$ cat src/rtl/operand_bypass_pipe_pkg.sv
// Shared frontend definitions: logical register width and the bypass channel record
// used to hand producer state to the per-operand selectors.
package frontend_pkg;

  localparam int LREG_W     = 5;
  localparam int BYP_DATA_W = 64;

  typedef struct packed {
    logic                  valid;
    logic                  data_ok;
    logic [LREG_W-1:0]     rd;
    logic [BYP_DATA_W-1:0] data;
  } byp_chan_t;

endpackage

$ cat src/rtl/operand_bypass_pipe_if.sv
// Decode-side request and execute-side response bundle of the operand stage.
// master = decode/execute neighbours, slave = the operand stage itself.
interface operand_bypass_pipe_if
  import frontend_pkg::*;
#(
  parameter int XLEN      = 64,
  parameter int PAYLOAD_W = 128
) ();

  logic                 dec_valid;
  logic                 dec_ready;
  logic [LREG_W-1:0]    dec_rs1;
  logic [LREG_W-1:0]    dec_rs2;
  logic                 dec_src1_is_reg;
  logic                 dec_src2_is_reg;
  logic [XLEN-1:0]      dec_src1_raw;
  logic [XLEN-1:0]      dec_src2_raw;
  logic [PAYLOAD_W-1:0] dec_payload;

  logic                 out_valid;
  logic                 out_ready;
  logic [XLEN-1:0]      out_src1;
  logic [XLEN-1:0]      out_src2;
  logic [PAYLOAD_W-1:0] out_payload;

  modport master (
    output dec_valid, dec_rs1, dec_rs2, dec_src1_is_reg, dec_src2_is_reg,
           dec_src1_raw, dec_src2_raw, dec_payload, out_ready,
    input  dec_ready, out_valid, out_src1, out_src2, out_payload
  );

  modport slave (
    input  dec_valid, dec_rs1, dec_rs2, dec_src1_is_reg, dec_src2_is_reg,
           dec_src1_raw, dec_src2_raw, dec_payload, out_ready,
    output dec_ready, out_valid, out_src1, out_src2, out_payload
  );

endinterface

$ cat src/rtl/operand_bypass_pipe_bypass_select.sv
// Per-operand forwarding selector: youngest matching producer wins and, if its
// result is still outstanding, raises a hazard for that operand.
module bypass_select
  import frontend_pkg::*;
#(
  parameter int XLEN    = 64,
  parameter int NUM_BYP = 3
) (
  input  logic [LREG_W-1:0] rs,
  input  logic              is_reg,
  input  logic [XLEN-1:0]   raw,
  input  byp_chan_t         chans [NUM_BYP],
  output logic [XLEN-1:0]   value,
  output logic              hazard
);

  logic found;

  // x0 is hardwired, so it never matches a producer even if one targets it.
  always_comb begin
    value  = raw;
    hazard = 1'b0;
    found  = 1'b0;
    for (int i = 0; i < NUM_BYP; i++) begin
      if (!found && is_reg && (rs != '0) && chans[i].valid && (chans[i].rd == rs)) begin
        found  = 1'b1;
        value  = XLEN'(chans[i].data);
        hazard = ~chans[i].data_ok;
      end
    end
  end

endmodule

$ cat src/rtl/operand_bypass_pipe.sv
// Decode-to-execute operand stage: N-channel bypass, load-use interlock, flush,
// valid/ready output register and a saturating stall counter.
module operand_bypass_pipe
  import frontend_pkg::*;
#(
  parameter int XLEN      = 64,
  parameter int NUM_BYP   = 3,
  parameter int PAYLOAD_W = 128,
  parameter int CNT_W     = 32
) (
  input  logic                      clock,
  input  logic                      reset,
  operand_bypass_pipe_if.slave      pipe,
  input  logic [NUM_BYP-1:0]        byp_valid,
  input  logic [NUM_BYP-1:0]        byp_data_ok,
  input  logic [NUM_BYP*LREG_W-1:0] byp_rd,
  input  logic [NUM_BYP*XLEN-1:0]   byp_data,
  input  logic                      flush_valid,
  output logic                      hazard_stall,
  output logic [CNT_W-1:0]          stall_cnt
);

  byp_chan_t            chans [NUM_BYP];
  logic [XLEN-1:0]      sel1, sel2;
  logic                 haz1, haz2;
  logic                 ready, accept;
  logic                 out_valid_q;
  logic [XLEN-1:0]      src1_q, src2_q;
  logic [PAYLOAD_W-1:0] payload_q;
  logic [CNT_W-1:0]     cnt_q;

  always_comb begin
    for (int i = 0; i < NUM_BYP; i++) begin
      chans[i].valid   = byp_valid[i];
      chans[i].data_ok = byp_data_ok[i];
      chans[i].rd      = byp_rd[LREG_W*i +: LREG_W];
      chans[i].data    = BYP_DATA_W'(byp_data[XLEN*i +: XLEN]);
    end
  end

  bypass_select #(.XLEN(XLEN), .NUM_BYP(NUM_BYP)) u_sel1 (
    .rs(pipe.dec_rs1), .is_reg(pipe.dec_src1_is_reg), .raw(pipe.dec_src1_raw),
    .chans(chans), .value(sel1), .hazard(haz1)
  );

  bypass_select #(.XLEN(XLEN), .NUM_BYP(NUM_BYP)) u_sel2 (
    .rs(pipe.dec_rs2), .is_reg(pipe.dec_src2_is_reg), .raw(pipe.dec_src2_raw),
    .chans(chans), .value(sel2), .hazard(haz2)
  );

  // No skid buffer: readiness looks straight through to the execute-side ready.
  assign hazard_stall = pipe.dec_valid & (haz1 | haz2) & ~flush_valid;
  assign ready        = ~flush_valid & ~hazard_stall & (~out_valid_q | pipe.out_ready);
  assign accept       = pipe.dec_valid & ready;

  always_ff @(posedge clock) begin
    if (reset) begin
      out_valid_q <= 1'b0;
      src1_q      <= '0;
      src2_q      <= '0;
      payload_q   <= '0;
    end else if (flush_valid) begin
      out_valid_q <= 1'b0;
    end else if (accept) begin
      out_valid_q <= 1'b1;
      src1_q      <= sel1;
      src2_q      <= sel2;
      payload_q   <= pipe.dec_payload;
    end else if (pipe.out_ready) begin
      out_valid_q <= 1'b0;
    end
  end

  always_ff @(posedge clock) begin
    if (reset) begin
      cnt_q <= '0;
    end else if (hazard_stall && (cnt_q != {CNT_W{1'b1}})) begin
      cnt_q <= cnt_q + CNT_W'(1);
    end
  end

  assign pipe.dec_ready   = ready;
  assign pipe.out_valid   = out_valid_q;
  assign pipe.out_src1    = src1_q;
  assign pipe.out_src2    = src2_q;
  assign pipe.out_payload = payload_q;
  assign stall_cnt        = cnt_q;

endmodule
$ cat src/flat_wrapper.sv
// flat-port wrapper written by rule: the top's interface ports become plain ports
module operand_bypass_pipe_flat import frontend_pkg::*;
#(
  parameter int XLEN      = 64,
  parameter int NUM_BYP   = 3,
  parameter int PAYLOAD_W = 128,
  parameter int CNT_W     = 32
)
  (clock, reset, byp_valid, byp_data_ok, byp_rd, byp_data, flush_valid, hazard_stall, stall_cnt, pipe_dec_valid, pipe_dec_rs1, pipe_dec_rs2, pipe_dec_src1_is_reg, pipe_dec_src2_is_reg, pipe_dec_src1_raw, pipe_dec_src2_raw, pipe_dec_payload, pipe_out_ready, pipe_dec_ready, pipe_out_valid, pipe_out_src1, pipe_out_src2, pipe_out_payload);
  operand_bypass_pipe_if #(.XLEN(XLEN), .PAYLOAD_W(PAYLOAD_W)) pipe_i ();
  input  logic clock;
  input  logic reset;
  input  logic [NUM_BYP-1:0] byp_valid;
  input  logic [NUM_BYP-1:0] byp_data_ok;
  input  logic [NUM_BYP*LREG_W-1:0] byp_rd;
  input  logic [NUM_BYP*XLEN-1:0] byp_data;
  input  logic flush_valid;
  output logic hazard_stall;
  output logic [CNT_W-1:0] stall_cnt;
  input wire logic [$bits(pipe_i.dec_valid)-1:0] pipe_dec_valid;
  input wire logic [$bits(pipe_i.dec_rs1)-1:0] pipe_dec_rs1;
  input wire logic [$bits(pipe_i.dec_rs2)-1:0] pipe_dec_rs2;
  input wire logic [$bits(pipe_i.dec_src1_is_reg)-1:0] pipe_dec_src1_is_reg;
  input wire logic [$bits(pipe_i.dec_src2_is_reg)-1:0] pipe_dec_src2_is_reg;
  input wire logic [$bits(pipe_i.dec_src1_raw)-1:0] pipe_dec_src1_raw;
  input wire logic [$bits(pipe_i.dec_src2_raw)-1:0] pipe_dec_src2_raw;
  input wire logic [$bits(pipe_i.dec_payload)-1:0] pipe_dec_payload;
  input wire logic [$bits(pipe_i.out_ready)-1:0] pipe_out_ready;
  output wire logic [$bits(pipe_i.dec_ready)-1:0] pipe_dec_ready;
  output wire logic [$bits(pipe_i.out_valid)-1:0] pipe_out_valid;
  output wire logic [$bits(pipe_i.out_src1)-1:0] pipe_out_src1;
  output wire logic [$bits(pipe_i.out_src2)-1:0] pipe_out_src2;
  output wire logic [$bits(pipe_i.out_payload)-1:0] pipe_out_payload;
  assign pipe_i.dec_valid = pipe_dec_valid;
  assign pipe_i.dec_rs1 = pipe_dec_rs1;
  assign pipe_i.dec_rs2 = pipe_dec_rs2;
  assign pipe_i.dec_src1_is_reg = pipe_dec_src1_is_reg;
  assign pipe_i.dec_src2_is_reg = pipe_dec_src2_is_reg;
  assign pipe_i.dec_src1_raw = pipe_dec_src1_raw;
  assign pipe_i.dec_src2_raw = pipe_dec_src2_raw;
  assign pipe_i.dec_payload = pipe_dec_payload;
  assign pipe_i.out_ready = pipe_out_ready;
  assign pipe_dec_ready = pipe_i.dec_ready;
  assign pipe_out_valid = pipe_i.out_valid;
  assign pipe_out_src1 = pipe_i.out_src1;
  assign pipe_out_src2 = pipe_i.out_src2;
  assign pipe_out_payload = pipe_i.out_payload;
  operand_bypass_pipe #(.XLEN(XLEN), .NUM_BYP(NUM_BYP), .PAYLOAD_W(PAYLOAD_W), .CNT_W(CNT_W)) u_core (.clock(clock), .reset(reset), .pipe(pipe_i), .byp_valid(byp_valid), .byp_data_ok(byp_data_ok), .byp_rd(byp_rd), .byp_data(byp_data), .flush_valid(flush_valid), .hazard_stall(hazard_stall), .stall_cnt(stall_cnt));
endmodule
$ cat config.mk
export PLATFORM = sky130hd
export DESIGN_NAME = operand_bypass_pipe_flat
export DESIGN_NICKNAME = d
export VERILOG_FILES = /design/src/rtl/operand_bypass_pipe_pkg.sv /design/src/rtl/operand_bypass_pipe_if.sv /design/src/rtl/operand_bypass_pipe_bypass_select.sv /design/src/rtl/operand_bypass_pipe.sv /design/src/flat_wrapper.sv
export SDC_FILE = /design/constraint.sdc
export NUM_CORES = 1
export LEC_CHECK = 0
export CAP_MARGIN = 20
export CORE_AREA = 2 2 302 304
export CTS_BUF_LIST = sky130_fd_sc_hd__clkbuf_2 sky130_fd_sc_hd__clkbuf_4 sky130_fd_sc_hd__clkbuf_8
export DETAILED_ROUTE_END_ITERATION = 7
export DIE_AREA = 0 0 304 306
export GPL_TIMING_DRIVEN = 0
export HOLD_SLACK_MARGIN = 0.12
export PLACE_DENSITY = 0.5
export SETUP_SLACK_MARGIN = 0.05
export SLEW_MARGIN = 20
export SYNTH_ARGS = -nofsm -noshare
export SYNTH_HDL_FRONTEND = slang
export SYNTH_SLANG_ARGS = --single-unit
$ cat constraint.sdc
create_clock -name clock -period 4.6 [get_ports clock]
set_input_delay 0.92 -clock clock [delete_from_list [all_inputs] [get_ports clock]]
set_output_delay 0.92 -clock clock [all_outputs]
set_load 0.01 [all_outputs]
==> metrics.md <==
| Metric | Value |
|---|---|
| Final Hold Violating Endpoints | 0 |
| Drt drc | 0 |
| Via count | 17266 |
| Final worst-path cycle share | a little over nine tenths |
| Clk Latency, worst-skew pair | just under 0.7 ns |
| Least-Margin Pin Slew | 1.139 ns |
| Layout cell share with drive strength beyond 1 | approximately 7% |
| Clock-pin slew on the worst setup and hold paths | 0.05 ns |
| Crit Path Max Fanout | 10 |
| Pins over their slew limit | 0 |
| Synth Area per Inst | roughly 7.9 um^2 |
| Syn. warnings | 0 |
| Synth Cell Area | 14430 um^2 |
| Worst vdd ir | roughly 180 uV |
| Routability Congestion | a little under 0.9 |
| H-tree levels | 2 |
| Sequential area share after synthesis | 40.09% |
| Post-Place Cells | about 3800 |
| Worst Setup SP | pipe_dec_rs1[3] |
| CP startpoint kind | primary input |
| Crit path to | u_core.pipe.out_src1[61] |
| Final setup fails | 0 |
| TritonCTS Buffers | 57 |
| Yosys cell types | 44 |
| Die Area | approximately 93000 um^2 |
| Footprint of the multi-input gates | about 7900 um^2 |
| Largest net degree at the start of global routing | 18 |
| Die X | about 300 um |
| Site Rows | 110 |
| CTS Buffer Depth | 3 |
| NumNets Final | 3162 |
| R2R setup slack | approximately 1.4 ns |
| Antenna Nets Post-Route | 0 |
| Total gr overflow | 0 |
| Die height | slightly above 300 um |
| Most frequent cells in the layout | 767 x clkdlybuf4s50_1, 289 x dfxtp_1, 270 x nand2_1 |
| Top FF cell, synth | dfxtp_1 |
| Max Cap Violations | 0 |
| Initial antenna violation count | 18 |
| Fin Setup TNS | 0 ns |
| Leading area contributor after synthesis | dfxtp_1 |
| IO Port Bufs | 775 |
| Hold Crit Class | reg -> reg |
| Clk root buf | clkbuf_8 |
| RSZ-0062 raised after global routing | no |
| Filler cells | roughly 9900 |
| Fmax | about 0.22 GHz |
| Area Overhead vs Synth | 73.01% |
| Synth Register Bits | about 290 |
| Worst rel slew slack | 24.05% |
| First-pass GRT wire length | 129500 um |
| Commonest non-fill, non-tap cell in the layout | clkdlybuf4s50_1 |
| RR Endpoint | u_core.stall_cnt[0] |
| Clock Sinks | 289 |
| Min cycle time layout | approximately 4.5 ns |
| I/O pin count | between 700 and 800 |
| CTS Hold Bufs | 0 |
| CP Data Required Time | between 5 and 6 ns |
| FF-to-FF path depth | 11 |
| Global-route usage over all layers | between 10% and 20% |
| CTS tree | yes |
| Vias/cell | about 4.4 |
| Post-DP HPWL | a little under 80000 um |
| Leakage | around 8.2 nW |
| Pwr/cell area | 279.4 nW/um^2 |
| Initial Utilization | roughly 16% |
| Top-area cell type share of the netlist area | 40.09% |
| Initial DRC count | about 1100 |
| Endpoint class of the critical path | register |
| Number of enable flip-flop cells after synthesis | 0 |
| Vias in the first global route | 17206 |
| FF+latch area | 5786 um^2 |
| Drt total wl | 93870 um |
| Worst clock skew | 0.05825 ns |
| R2R Path Start | u_core.stall_cnt[0] |
| DRT Pass-1 Iters | 6 |
| Mapped Cells | between 1500 and 2000 |
| Run status | finished, final reports clean |
| Hold_ws | between 0.4 and 0.5 ns |
| Core area | around 90000 um^2 |
| Non-filler instance count after layout | about 3900 |
| Mapped Nets | 2322 |
| Most area-consuming cells after synthesis | dfxtp_1 40%, mux2i_1 8.9%, a211oi_1 8.8% |
| Post-DR wirelength/cell | roughly 24 um |
| CP arrival | approximately 5 ns |
| Ys async rst share | 0% |
| Crit path kind | in -> reg |
==> how the worst min path moves through the flow <==
| stage | start | to | slack [ns] | cells after the start |
|---|---|---|---|---|
| 2_1_floorplan | u_core.pipe.out_payload[0] | u_core.pipe.out_payload[0] | 0.48 | 2 |
| 3_3_place_gp | u_core.pipe.out_payload[28] | u_core.pipe.out_payload[28] | 0.44 | 2 |
| 3_5_place_dp | u_core.pipe.out_payload[105] | u_core.pipe.out_payload[105] | 0.45 | 2 |
| 4_1_cts | u_core.pipe.out_payload[9] | u_core.pipe.out_payload[9] | 0.45 | 2 |
| 5_1_grt | u_core.pipe.out_payload[9] | u_core.pipe.out_payload[9] | 0.47 | 2 |
| 6_report | u_core.pipe.out_payload[6] | u_core.pipe.out_payload[6] | 0.45 | 2 |
==> synth_stat cells (all sizes together), types with 4 or more instances <==
cell	number
xor2	12
o21ai	80
clkbuf	117
mux2	5
inv	7
or4	16
nand4	13
buf	52
nand2	270
nor4	4
mux2i	128
a21oi	220
nor2b	6
dfxtp	289
and3	8
nor3	135
a211oi	192
o31ai	12
nor2	208
nand3	10
or3	12
xnor2	18
and4	5
==> sequential cells by signal (all words and copies together), names as in the netlist <==
register                 count
u_core.pipe.out_src1        64
u_core.pipe.out_src2        64
u_core.pipe.out_valid        1
u_core.stall_cnt            32
u_core.pipe.out_payload    128
==> report_power, final <==
group	leakage (nW)	switching [W]	internal, W
sequential	2.37	0.0000764	0.00264
clock	0.605	0.00124	0.00151
combinational	5.25	0.000714	0.000799
==> repair_timing <==
item | 4_1_cts | 5_1_grt
setup endpoints to repair | 5 | 2
pin swaps | 0 | 1
setup buffers | 0 | 3
resized for setup | 17 | 2
==> kinds of logic after synthesis <==
family,after synthesis,synth area share (%)
XOR/XNOR,30,1.821
multiplexers,133,9.268
AND/OR/NAND/NOR,697,21.06
buffers and inverters,176,5.505
AO/OA/AOI/OAI,509,22.17
adder cells (fa/ha/maj),1,0.08669
flip-flops,289,40.09
==> worst max-delay path, cell delays in order <==
cell and delay [ns]:
clkdlybuf4s50_1 0.59, or4_1 0.14, o21ai_1 0.07, o21bai_2 0.22, nor4b_2 0.43, clkbuf_1 0.88, clkbuf_1 0.90, a211oi_1 0.37
a211oi_2 0.41, nor3_1 0.07
==> through the flow <==
step | util, % | worst slack (ns) | area (um^2) | total power [W]
finish | 27.87 | 0.07019 | 24970 | 0.006977
global route | 27.85 | 0.05114 | 24960 | 0.007290
CTS | 27.81 | 0.06754 | 24920 | 0.007092
detailed placement | 26.49 | -0.8739 | 23740 | 0.004296
global placement | 26.41 | -1.179 | 23660 | 0.004289
floorplan | - | 1.119 | 14430 | 0.003261
==> area by class of cell <==
class	instances	share of cell area, %
inverters	7	0.1203
well taps	1176	5.893
clock inverters	10	0.4360
multi-input cells	1370	31.59
plain buffers	169	3.107
flip-flops and latches	289	23.17
repair buffers	781	31.43
diodes	7	0.07016
clock buffers	85	4.184
==> per-layer routing <==
metal	vias to the layer above	GRT usage, %	part of all wire (%)
met4	16	5.392	2.7
met1	8092	22.63	40
li1	8219	-	-
met5	-	0	0.11
met3	122	5.986	9.3
met2	817	33.72	48
(Power assumes the default switching activity.)
